==> src/rtl/hdmi_attr.sv <==
// hdmi_attr: CEA-861-D video format records and helpers.
//   video_attr_for_id(id)  -> timing record for a format code (valid=0 if unsupported)
//   hsync_start(a)         -> first column of the horizontal sync pulse
//   vsync_line_start(a)    -> line on which the vertical sync pulse begins
//   bits_for(n)            -> bits needed to hold the unsigned value n
//   frame_width_for / frame_height_for -> frame size by id, for parameter defaults
package hdmi_attr;

    typedef struct packed {
        logic valid;
        logic invert;
        int   screen_width;
        int   screen_height;
        int   frame_width;
        int   frame_height;
        int   hsync_pulse_start;
        int   hsync_pulse_size;
        int   vsync_pulse_start;
        int   vsync_pulse_size;
    } video_attr_t;

    function automatic video_attr_t make_attr(
        input int sw, input int sh, input int fw, input int fh,
        input int hps, input int hpz, input int vps, input int vpz,
        input logic inv
    );
        video_attr_t a;
        a.valid             = 1'b1;
        a.invert            = inv;
        a.screen_width      = sw;
        a.screen_height     = sh;
        a.frame_width       = fw;
        a.frame_height      = fh;
        a.hsync_pulse_start = hps;
        a.hsync_pulse_size  = hpz;
        a.vsync_pulse_start = vps;
        a.vsync_pulse_size  = vpz;
        return a;
    endfunction

    function automatic video_attr_t video_attr_for_id(input int id);
        video_attr_t a;
        case (id)
            32'sd1:         a = make_attr(32'sd640,  32'sd480,  32'sd800,  32'sd525,  32'sd16,  32'sd96, 32'sd10, 32'sd2, 1'b1);
            32'sd2, 32'sd3: a = make_attr(32'sd720,  32'sd480,  32'sd858,  32'sd525,  32'sd16,  32'sd62, 32'sd9,  32'sd6, 1'b1);
            32'sd4:         a = make_attr(32'sd1280, 32'sd720,  32'sd1650, 32'sd750,  32'sd110, 32'sd40, 32'sd5,  32'sd5, 1'b0);
            32'sd16:        a = make_attr(32'sd1920, 32'sd1080, 32'sd2200, 32'sd1125, 32'sd88,  32'sd44, 32'sd4,  32'sd5, 1'b0);
            default: begin
                // Small dummy frame keeps derived widths legal until the elaboration check fires.
                a       = make_attr(32'sd1, 32'sd1, 32'sd2, 32'sd2, 32'sd0, 32'sd1, 32'sd0, 32'sd1, 1'b0);
                a.valid = 1'b0;
            end
        endcase
        return a;
    endfunction

    function automatic int hsync_start(input video_attr_t a);
        return a.screen_width + a.hsync_pulse_start;
    endfunction

    function automatic int vsync_line_start(input video_attr_t a);
        return a.screen_height + a.vsync_pulse_start;
    endfunction

    function automatic int bits_for(input int value);
        int bits;
        bits = 32'sd1;
        for (int b = 1; b < 31; b++) begin
            if (value >= (32'sd1 << b)) begin
                bits = b + 32'sd1;
            end
        end
        return bits;
    endfunction

    function automatic int frame_width_for(input int id);
        video_attr_t a;
        a = video_attr_for_id(id);
        return a.frame_width;
    endfunction

    function automatic int frame_height_for(input int id);
        video_attr_t a;
        a = video_attr_for_id(id);
        return a.frame_height;
    endfunction

endpackage

==> src/rtl/hdmi_timing_gen_raster_counter.sv <==
// hdmi_timing_gen_raster_counter: cx/cy raster position counter.
//   clk_i, reset_i (async, active-high), enable_i (advance one pixel)
//   cx_o/cy_o           current position; resets to the last pixel of the frame
//   cx_next_o/cy_next_o position reached on the next enabled edge
module hdmi_timing_gen_raster_counter #(
    parameter int W       = 10,
    parameter int H       = 10,
    parameter int FRAME_W = 800,
    parameter int FRAME_H = 525
) (
    input  logic         clk_i,
    input  logic         reset_i,
    input  logic         enable_i,
    output logic [W-1:0] cx_o,
    output logic [H-1:0] cy_o,
    output logic [W-1:0] cx_next_o,
    output logic [H-1:0] cy_next_o
);

    localparam logic [W-1:0] X_LAST = W'(FRAME_W - 1);
    localparam logic [H-1:0] Y_LAST = H'(FRAME_H - 1);
    localparam logic [W-1:0] X_ONE  = W'(1);
    localparam logic [H-1:0] Y_ONE  = H'(1);

    logic [W-1:0] cx_q, cx_d;
    logic [H-1:0] cy_q, cy_d;

    // Successor position with column and line wrap, then enable-gated next state.
    always_comb begin
        cx_next_o = cx_q + X_ONE;
        cy_next_o = cy_q;
        if (cx_q == X_LAST) begin
            cx_next_o = '0;
            cy_next_o = (cy_q == Y_LAST) ? '0 : cy_q + Y_ONE;
        end else begin
            cy_next_o = cy_q;
        end
        if (enable_i) begin
            cx_d = cx_next_o;
            cy_d = cy_next_o;
        end else begin
            cx_d = cx_q;
            cy_d = cy_q;
        end
    end

    // Position register; reset parks on the last pixel so the first step lands on (0,0).
    always_ff @(posedge clk_i or posedge reset_i) begin
        if (reset_i) begin
            cx_q <= X_LAST;
            cy_q <= Y_LAST;
        end else begin
            cx_q <= cx_d;
            cy_q <= cy_d;
        end
    end

    assign cx_o = cx_q;
    assign cy_o = cy_q;

endmodule

==> src/rtl/hdmi_timing_gen.sv <==
// hdmi_timing_gen: free-running raster timing for one CEA-861-D format.
//   clk_pixel, reset (async, active-high), enable (advance one pixel)
//   cx/cy        current column/line
//   de           active video at (cx,cy)
//   pixel_req    active video at the position reached on the next enabled edge
//   hsync/vsync  sync pulses, idle level equals the format's invert bit
//   frame_start  high at (0,0); line_start high at cx==0
module hdmi_timing_gen
    import hdmi_attr::*;
#(
    parameter int VIDEO_ID_CODE = 1,
    parameter int BIT_WIDTH     = $clog2(frame_width_for(VIDEO_ID_CODE)),
    parameter int BIT_HEIGHT    = $clog2(frame_height_for(VIDEO_ID_CODE))
) (
    input  logic                  clk_pixel,
    input  logic                  reset,
    input  logic                  enable,
    output logic [BIT_WIDTH-1:0]  cx,
    output logic [BIT_HEIGHT-1:0] cy,
    output logic                  de,
    output logic                  pixel_req,
    output logic                  hsync,
    output logic                  vsync,
    output logic                  frame_start,
    output logic                  line_start
);

    localparam video_attr_t A = video_attr_for_id(VIDEO_ID_CODE);

    localparam int   FW       = A.frame_width;
    localparam int   FH       = A.frame_height;
    localparam int   HS0      = hsync_start(A);
    localparam int   HS1      = HS0 + A.hsync_pulse_size;
    localparam int   VS0      = vsync_line_start(A);
    localparam int   VE_RAW   = VS0 + A.vsync_pulse_size;
    // When the pulse runs past the last line, the end point wraps into the next frame.
    localparam logic VS_WRAPS = (VE_RAW >= FH);
    localparam int   VE       = VS_WRAPS ? (VE_RAW - FH) : VE_RAW;

    localparam logic [BIT_WIDTH-1:0]  X_LAST_C = BIT_WIDTH'(FW - 1);
    localparam logic [BIT_WIDTH-1:0]  X_ONE_C  = BIT_WIDTH'(1);
    localparam logic [BIT_WIDTH-1:0]  SW_C     = BIT_WIDTH'(A.screen_width);
    localparam logic [BIT_WIDTH-1:0]  HS0_C    = BIT_WIDTH'(HS0);
    localparam logic [BIT_WIDTH-1:0]  HS1_C    = BIT_WIDTH'(HS1);
    localparam logic [BIT_HEIGHT-1:0] Y_LAST_C = BIT_HEIGHT'(FH - 1);
    localparam logic [BIT_HEIGHT-1:0] Y_ONE_C  = BIT_HEIGHT'(1);
    localparam logic [BIT_HEIGHT-1:0] SH_C     = BIT_HEIGHT'(A.screen_height);
    localparam logic [BIT_HEIGHT-1:0] VS0_C    = BIT_HEIGHT'(VS0);
    localparam logic [BIT_HEIGHT-1:0] VE_C     = BIT_HEIGHT'(VE);

    if (!A.valid) begin : g_bad_vic
        $error("hdmi_timing_gen: unsupported VIDEO_ID_CODE %0d", VIDEO_ID_CODE);
    end
    if (bits_for(FW - 1) > BIT_WIDTH) begin : g_bad_width
        $error("hdmi_timing_gen: BIT_WIDTH %0d too narrow for frame width %0d", BIT_WIDTH, FW);
    end
    if (bits_for(FH - 1) > BIT_HEIGHT) begin : g_bad_height
        $error("hdmi_timing_gen: BIT_HEIGHT %0d too narrow for frame height %0d", BIT_HEIGHT, FH);
    end

    function automatic logic active_at(input logic [BIT_WIDTH-1:0] x, input logic [BIT_HEIGHT-1:0] y);
        return (x < SW_C) && (y < SH_C);
    endfunction

    function automatic logic hsync_at(input logic [BIT_WIDTH-1:0] x);
        return (x >= HS0_C) && (x < HS1_C);
    endfunction

    // True when (x,y) is at or beyond column xs of line ys in raster order.
    function automatic logic reached(input logic [BIT_WIDTH-1:0] x, input logic [BIT_HEIGHT-1:0] y,
                                     input logic [BIT_WIDTH-1:0] xs, input logic [BIT_HEIGHT-1:0] ys);
        return (y > ys) || ((y == ys) && (x >= xs));
    endfunction

    function automatic logic vsync_at(input logic [BIT_WIDTH-1:0] x, input logic [BIT_HEIGHT-1:0] y);
        logic past_start;
        logic past_end;
        past_start = reached(x, y, HS0_C, VS0_C);
        past_end   = reached(x, y, HS0_C, VE_C);
        return VS_WRAPS ? (past_start || !past_end) : (past_start && !past_end);
    endfunction

    logic [BIT_WIDTH-1:0]  cx_next_s, cx_ahead_s;
    logic [BIT_HEIGHT-1:0] cy_next_s, cy_ahead_s;
    logic de_q, de_d, pixel_req_q, pixel_req_d, hsync_q, hsync_d, vsync_q, vsync_d;
    logic frame_start_q, frame_start_d, line_start_q, line_start_d;

    hdmi_timing_gen_raster_counter #(
        .W       (BIT_WIDTH),
        .H       (BIT_HEIGHT),
        .FRAME_W (FW),
        .FRAME_H (FH)
    ) u_counter (
        .clk_i     (clk_pixel),
        .reset_i   (reset),
        .enable_i  (enable),
        .cx_o      (cx),
        .cy_o      (cy),
        .cx_next_o (cx_next_s),
        .cy_next_o (cy_next_s)
    );

    // Decode outputs for the position the counter moves to, so they align with cx/cy.
    always_comb begin
        cx_ahead_s = cx_next_s + X_ONE_C;
        cy_ahead_s = cy_next_s;
        if (cx_next_s == X_LAST_C) begin
            cx_ahead_s = '0;
            cy_ahead_s = (cy_next_s == Y_LAST_C) ? '0 : cy_next_s + Y_ONE_C;
        end else begin
            cy_ahead_s = cy_next_s;
        end
        de_d          = de_q;
        pixel_req_d   = pixel_req_q;
        hsync_d       = hsync_q;
        vsync_d       = vsync_q;
        frame_start_d = frame_start_q;
        line_start_d  = line_start_q;
        if (enable) begin
            de_d          = active_at(cx_next_s, cy_next_s);
            pixel_req_d   = active_at(cx_ahead_s, cy_ahead_s);
            hsync_d       = hsync_at(cx_next_s) ^ A.invert;
            vsync_d       = vsync_at(cx_next_s, cy_next_s) ^ A.invert;
            frame_start_d = (cx_next_s == '0) && (cy_next_s == '0);
            line_start_d  = (cx_next_s == '0);
        end else begin
            de_d = de_q;
        end
    end

    // Output registers; reset values match the decode of the last pixel of the frame.
    always_ff @(posedge clk_pixel or posedge reset) begin
        if (reset) begin
            de_q          <= 1'b0;
            pixel_req_q   <= 1'b1;
            hsync_q       <= A.invert;
            vsync_q       <= A.invert;
            frame_start_q <= 1'b0;
            line_start_q  <= 1'b0;
        end else begin
            de_q          <= de_d;
            pixel_req_q   <= pixel_req_d;
            hsync_q       <= hsync_d;
            vsync_q       <= vsync_d;
            frame_start_q <= frame_start_d;
            line_start_q  <= line_start_d;
        end
    end

    assign de          = de_q;
    assign pixel_req   = pixel_req_q;
    assign hsync       = hsync_q;
    assign vsync       = vsync_q;
    assign frame_start = frame_start_q;
    assign line_start  = line_start_q;

endmodule
==> config.mk <==
export PLATFORM = sky130hd
export DESIGN_NAME = hdmi_timing_gen
export DESIGN_NICKNAME = d
export VERILOG_FILES = /design/src/rtl/hdmi_attr.sv /design/src/rtl/hdmi_timing_gen_raster_counter.sv /design/src/rtl/hdmi_timing_gen.sv
export SDC_FILE = /design/constraint.sdc
export NUM_CORES = 1
export LEC_CHECK = 0
export CORE_ASPECT_RATIO = 1.25
export CORE_UTILIZATION = 40
export CTS_BUF_LIST = sky130_fd_sc_hd__clkbuf_16
export CTS_CLUSTER_DIAMETER = 30
export CTS_CLUSTER_SIZE = 8
export DETAILED_ROUTE_END_ITERATION = 10
export GPL_TIMING_DRIVEN = 0
export PLACE_DENSITY_LB_ADDON = 0.1
export SLEW_MARGIN = 15
export SYNTH_ARGS = -nofsm -noshare
export SYNTH_HDL_FRONTEND = slang
export SYNTH_HIERARCHICAL = 1
export SYNTH_SLANG_ARGS = --single-unit
==> constraint.sdc <==
create_clock -name clk_pixel -period 3.1 [get_ports clk_pixel]
set_input_delay 0.775 -clock clk_pixel [delete_from_list [all_inputs] [get_ports clk_pixel]]
set_output_delay 0.775 -clock clk_pixel [all_outputs]
set_load 0.02 [all_outputs]
==> impl_results.md <==
- Skew final: just over 4 ps
- Initial core utilization: a little over two fifths
- Post-synth top flop: dfstp_2
- Layout Nets: around 260
- Vias in the first global route: roughly 1600
- Max-slew violation count: 0
- Via Count: 1750
- Clk sinks: 26
- Fmax: between 0.3 and 0.4 GHz
- 1st-iter DRT viols: 74
- Final Worst Setup Slack: ~170 ps
- Most common cell after layout, fill and taps aside: clkdlybuf4s50_1
- Most frequent cells in the layout: clkdlybuf4s50_1 (28), nand2_1 (19), inv_1 (14)
- Multi-input gate area: 1210 um2
- First-pass GRT wire length: approximately 7900 um
- Die Wd: roughly 64 um
- Critical Path AT: between 3000 and 4000 ps
- Library cells used by synthesis: 45
- Status: finished clean
- Synthesized instance count: around 220
- Fill cells: between 400 and 500
- Register area: ~670 um2
- Ys async rst share: 100%
- Cts hold-fix bufs: 0
- Row cnt: 27
- Residual DRC: 0
- Sw Share: between 30% and 40%
- Post-Place Worst Slack: -322 ps
- Area grow syn2layout: 30.4%
- Synth Cell Area: between 1500 and 2000 um2
- Core Box Area: between 4000 and 5000 um2
- Fin. Hold Viols: 0
- Max Cap Viol: 0
- Post-route ant nets: 0
- Average cell area after synthesis: 8.82 um2
- Headroom to the max-slew limit: a little under half
- Routability congestion estimate: between 0.8 and 0.9
- Mapped Nets: around 220
- Detailed Place HPWL: 3320 um
- Num ports: 29
- Gr usage total: 20.0%
- Logic pwr share: between 40% and 50%
- Wirelength per Cell: 15.4 um
- Static Leak: 0.973 nW
- Setup violations, final: 0
- Pint: about 0.89 mW
- IO Port Bufs: 28
- Seq cells post-synth: 26
- Clock buffer depth: 2
- DR pass1 iterations: 4
- Synth top area cells: dfstp_2 (18%), dfrtp_1 (17%), xnor2_1 (6.0%)
- CP startpoint kind: register
- CP Data Required Time: ~3300 ps
- Clock share of power: 20.3%
- Sequential Power Share: between 30% and 40%
- Antenna violations before repair: 0
- Min-Delay Path Class: reg -> reg
- Routed wire length: a little under 5000 um
- Crit end category: register
- Worst path max stage delay: approximately 600 ps
- Seq/Total Area, Yosys: about a third
- Worst IR Drop VDD: 0.358 mV
- Clk_lat worst skew: about 260 ps
- CTS tree: built
- Crit path buffers/inverters: 0
- NetSw: about 0.57 mW
- H-Tree Depth: 1
- Crit path kind: reg -> reg
- Crit path cell chain: ha_4 > nand3_4 > or4_4 > xnor2_1 > nor2_2 > nand4_4 > nor4_2 > mux2_1 > nor3_1 > o22ai_1
- Vias/cell: ~5.6
- Hold Slack: 496 ps
- Final period utilization: between 90% and 100%
- Die ar.: 5050 um2
- Crit-path max FO: 6
- Min cycle time layout: roughly 3000 ps
- Slew @ Worst Pin: just over 800 ps
- Share of layout cells above drive strength 1: roughly a fifth
- CP top delay family: simple AND/OR/NAND/NOR gates
- Clk slew on worst S/H paths: 70 ps
- Ys Warns: 6
- EDFF count, synth: 0
- GRT overflow: 0
- Share of the synthesized area in the top cell type: ~18%
- Num CTS Buffers: 3
- Post-synth top area cell: dfstp_2
- Antenna diodes: 0
- Largest net degree at the start of global routing: 21
- Die height: between 70 and 80 um
- Critical-path top delay cell: dfstp_2
- Pwr Density: between 500 and 600 nW/um2
- Root Buffer: clkbuf_16
==> Yosys cell counts (6+ instances only) <==
cell type / n
o21ai_1: 8
nor2_1: 13
a31oi_1: 6
xor2_1: 6
nand4_1: 11
dfstp_2: 13
nor3_1: 10
nand3_1: 13
a21oi_1: 6
inv_1: 14
o21ai_0: 12
nand2_1: 19
xnor2_1: 13
dfrtp_1: 13
==> flip-flops by register name (all words and copies together), names as in the netlist <==
register and count:
vsync 1, pixel_req 1, line_start 1, u_counter/cy_o 10, de 1, frame_start 1
hsync 1, u_counter/cx_o 10
==> cell families (layout without fill, tap and decap cells) <==
group / after synthesis / after routing / share of synthesized area (%)
DFF: 26 / 26 / 35.0
xor gates and xnor gates: 19 / 19 / 8.73
adders and majority gates: 3 / 3 / 1.97
AOI/OAI and AO/OA: 40 / 40 / 11.8
muxes: 8 / 8 / 4.53
buffers and inverters: 23 / 64 / 5.58
and+or+nand+nor: 97 / 97 / 32.4
==> routing by layer <==
| metal | vias up | GRT usage (%) | share of wire [%] |
|---|---|---|---|
| li1 | 874 | - | - |
| met1 | 840 | 28.2 | 47 |
| met2 | 29 | 31.6 | 49 |
| met3 | 7 | 2.16 | 2.1 |
| met4 | 0 | 6.36 | 1.7 |
| met5 | - | 0 | 0 |
==> worst reg2reg max path: stages, from the launching register on <==
cell     delay, ps
dfstp_2        600
ha_4           190
nand3_4        130
or4_4          540
xnor2_1        160
nor2_2         190
nand4_4        120
nor4_2         290
mux2_1         340
nor3_1         200
o22ai_1        110
==> path summary, 6_finish.rpt <==
check | from | endpoint | slack (ps) | depth (start not counted)
worst max-delay path | u_counter/cx_o[1]$_DFFE_PP1P_ | pixel_req$_DFFE_PP1P_ | 170 | 10
worst min-delay path | hsync$_DFFE_PP1P_ | hsync$_DFFE_PP1P_ | 500 | 2
worst max register to register | u_counter/cx_o[1]$_DFFE_PP1P_ | pixel_req$_DFFE_PP1P_ | 170 | 10
worst min register to register | hsync$_DFFE_PP1P_ | hsync$_DFFE_PP1P_ | 500 | 2
max in group asynchronous | reset | u_counter/cx_o[5]$_DFFE_PP0P_ | 1600 | 2
min in group asynchronous | reset | frame_start$_DFFE_PP0P_ | 750 | 2
==> power by group through the flow <==
stage	clock (mW)	combinational [mW]	sequential (mW)
global route	0.316	0.714	0.513
floorplan	0	0.353	0.552
detailed placement	0	0.587	0.500
finish	0.295	0.662	0.500
CTS	0.300	0.591	0.498
global placement	0	0.584	0.499
==> layout make-up <==
cell class	count	area share (%)
Inverter	14	2.11
Clock inverter	1	0.151
Buffer	9	2.32
Timing Repair Buffer	37	14.0
Sequential cell	26	26.8
Clock buffer	3	3.02
Multi-Input combinational cell	167	48.6
Tap cell	58	2.92
==> timing repair <==
item	4_1_cts	5_1_grt
pin swaps	3	2
endpoints found under the setup margin	1	2
resized for setup	8	10
buffers inserted	4	5
cloned	0	0
==> through the flow <==
| step | TNS, ps | std cells | power [mW] | utilization [%] | area (um2) |
|---|---|---|---|---|---|
| floorplan | 0 | 216 | 0.904 | - | 1910 |
| global placement | -292 | 302 | 1.08 | 50.3 | 2260 |
| detailed placement | -322 | 302 | 1.09 | 50.3 | 2260 |
| CTS | 0 | 310 | 1.39 | 53.1 | 2390 |
| global route | -4.22 | 315 | 1.54 | 55.3 | 2480 |
| finish | 0 | 315 | 1.46 | 55.3 | 2480 |
(Power assumes the default switching activity.)
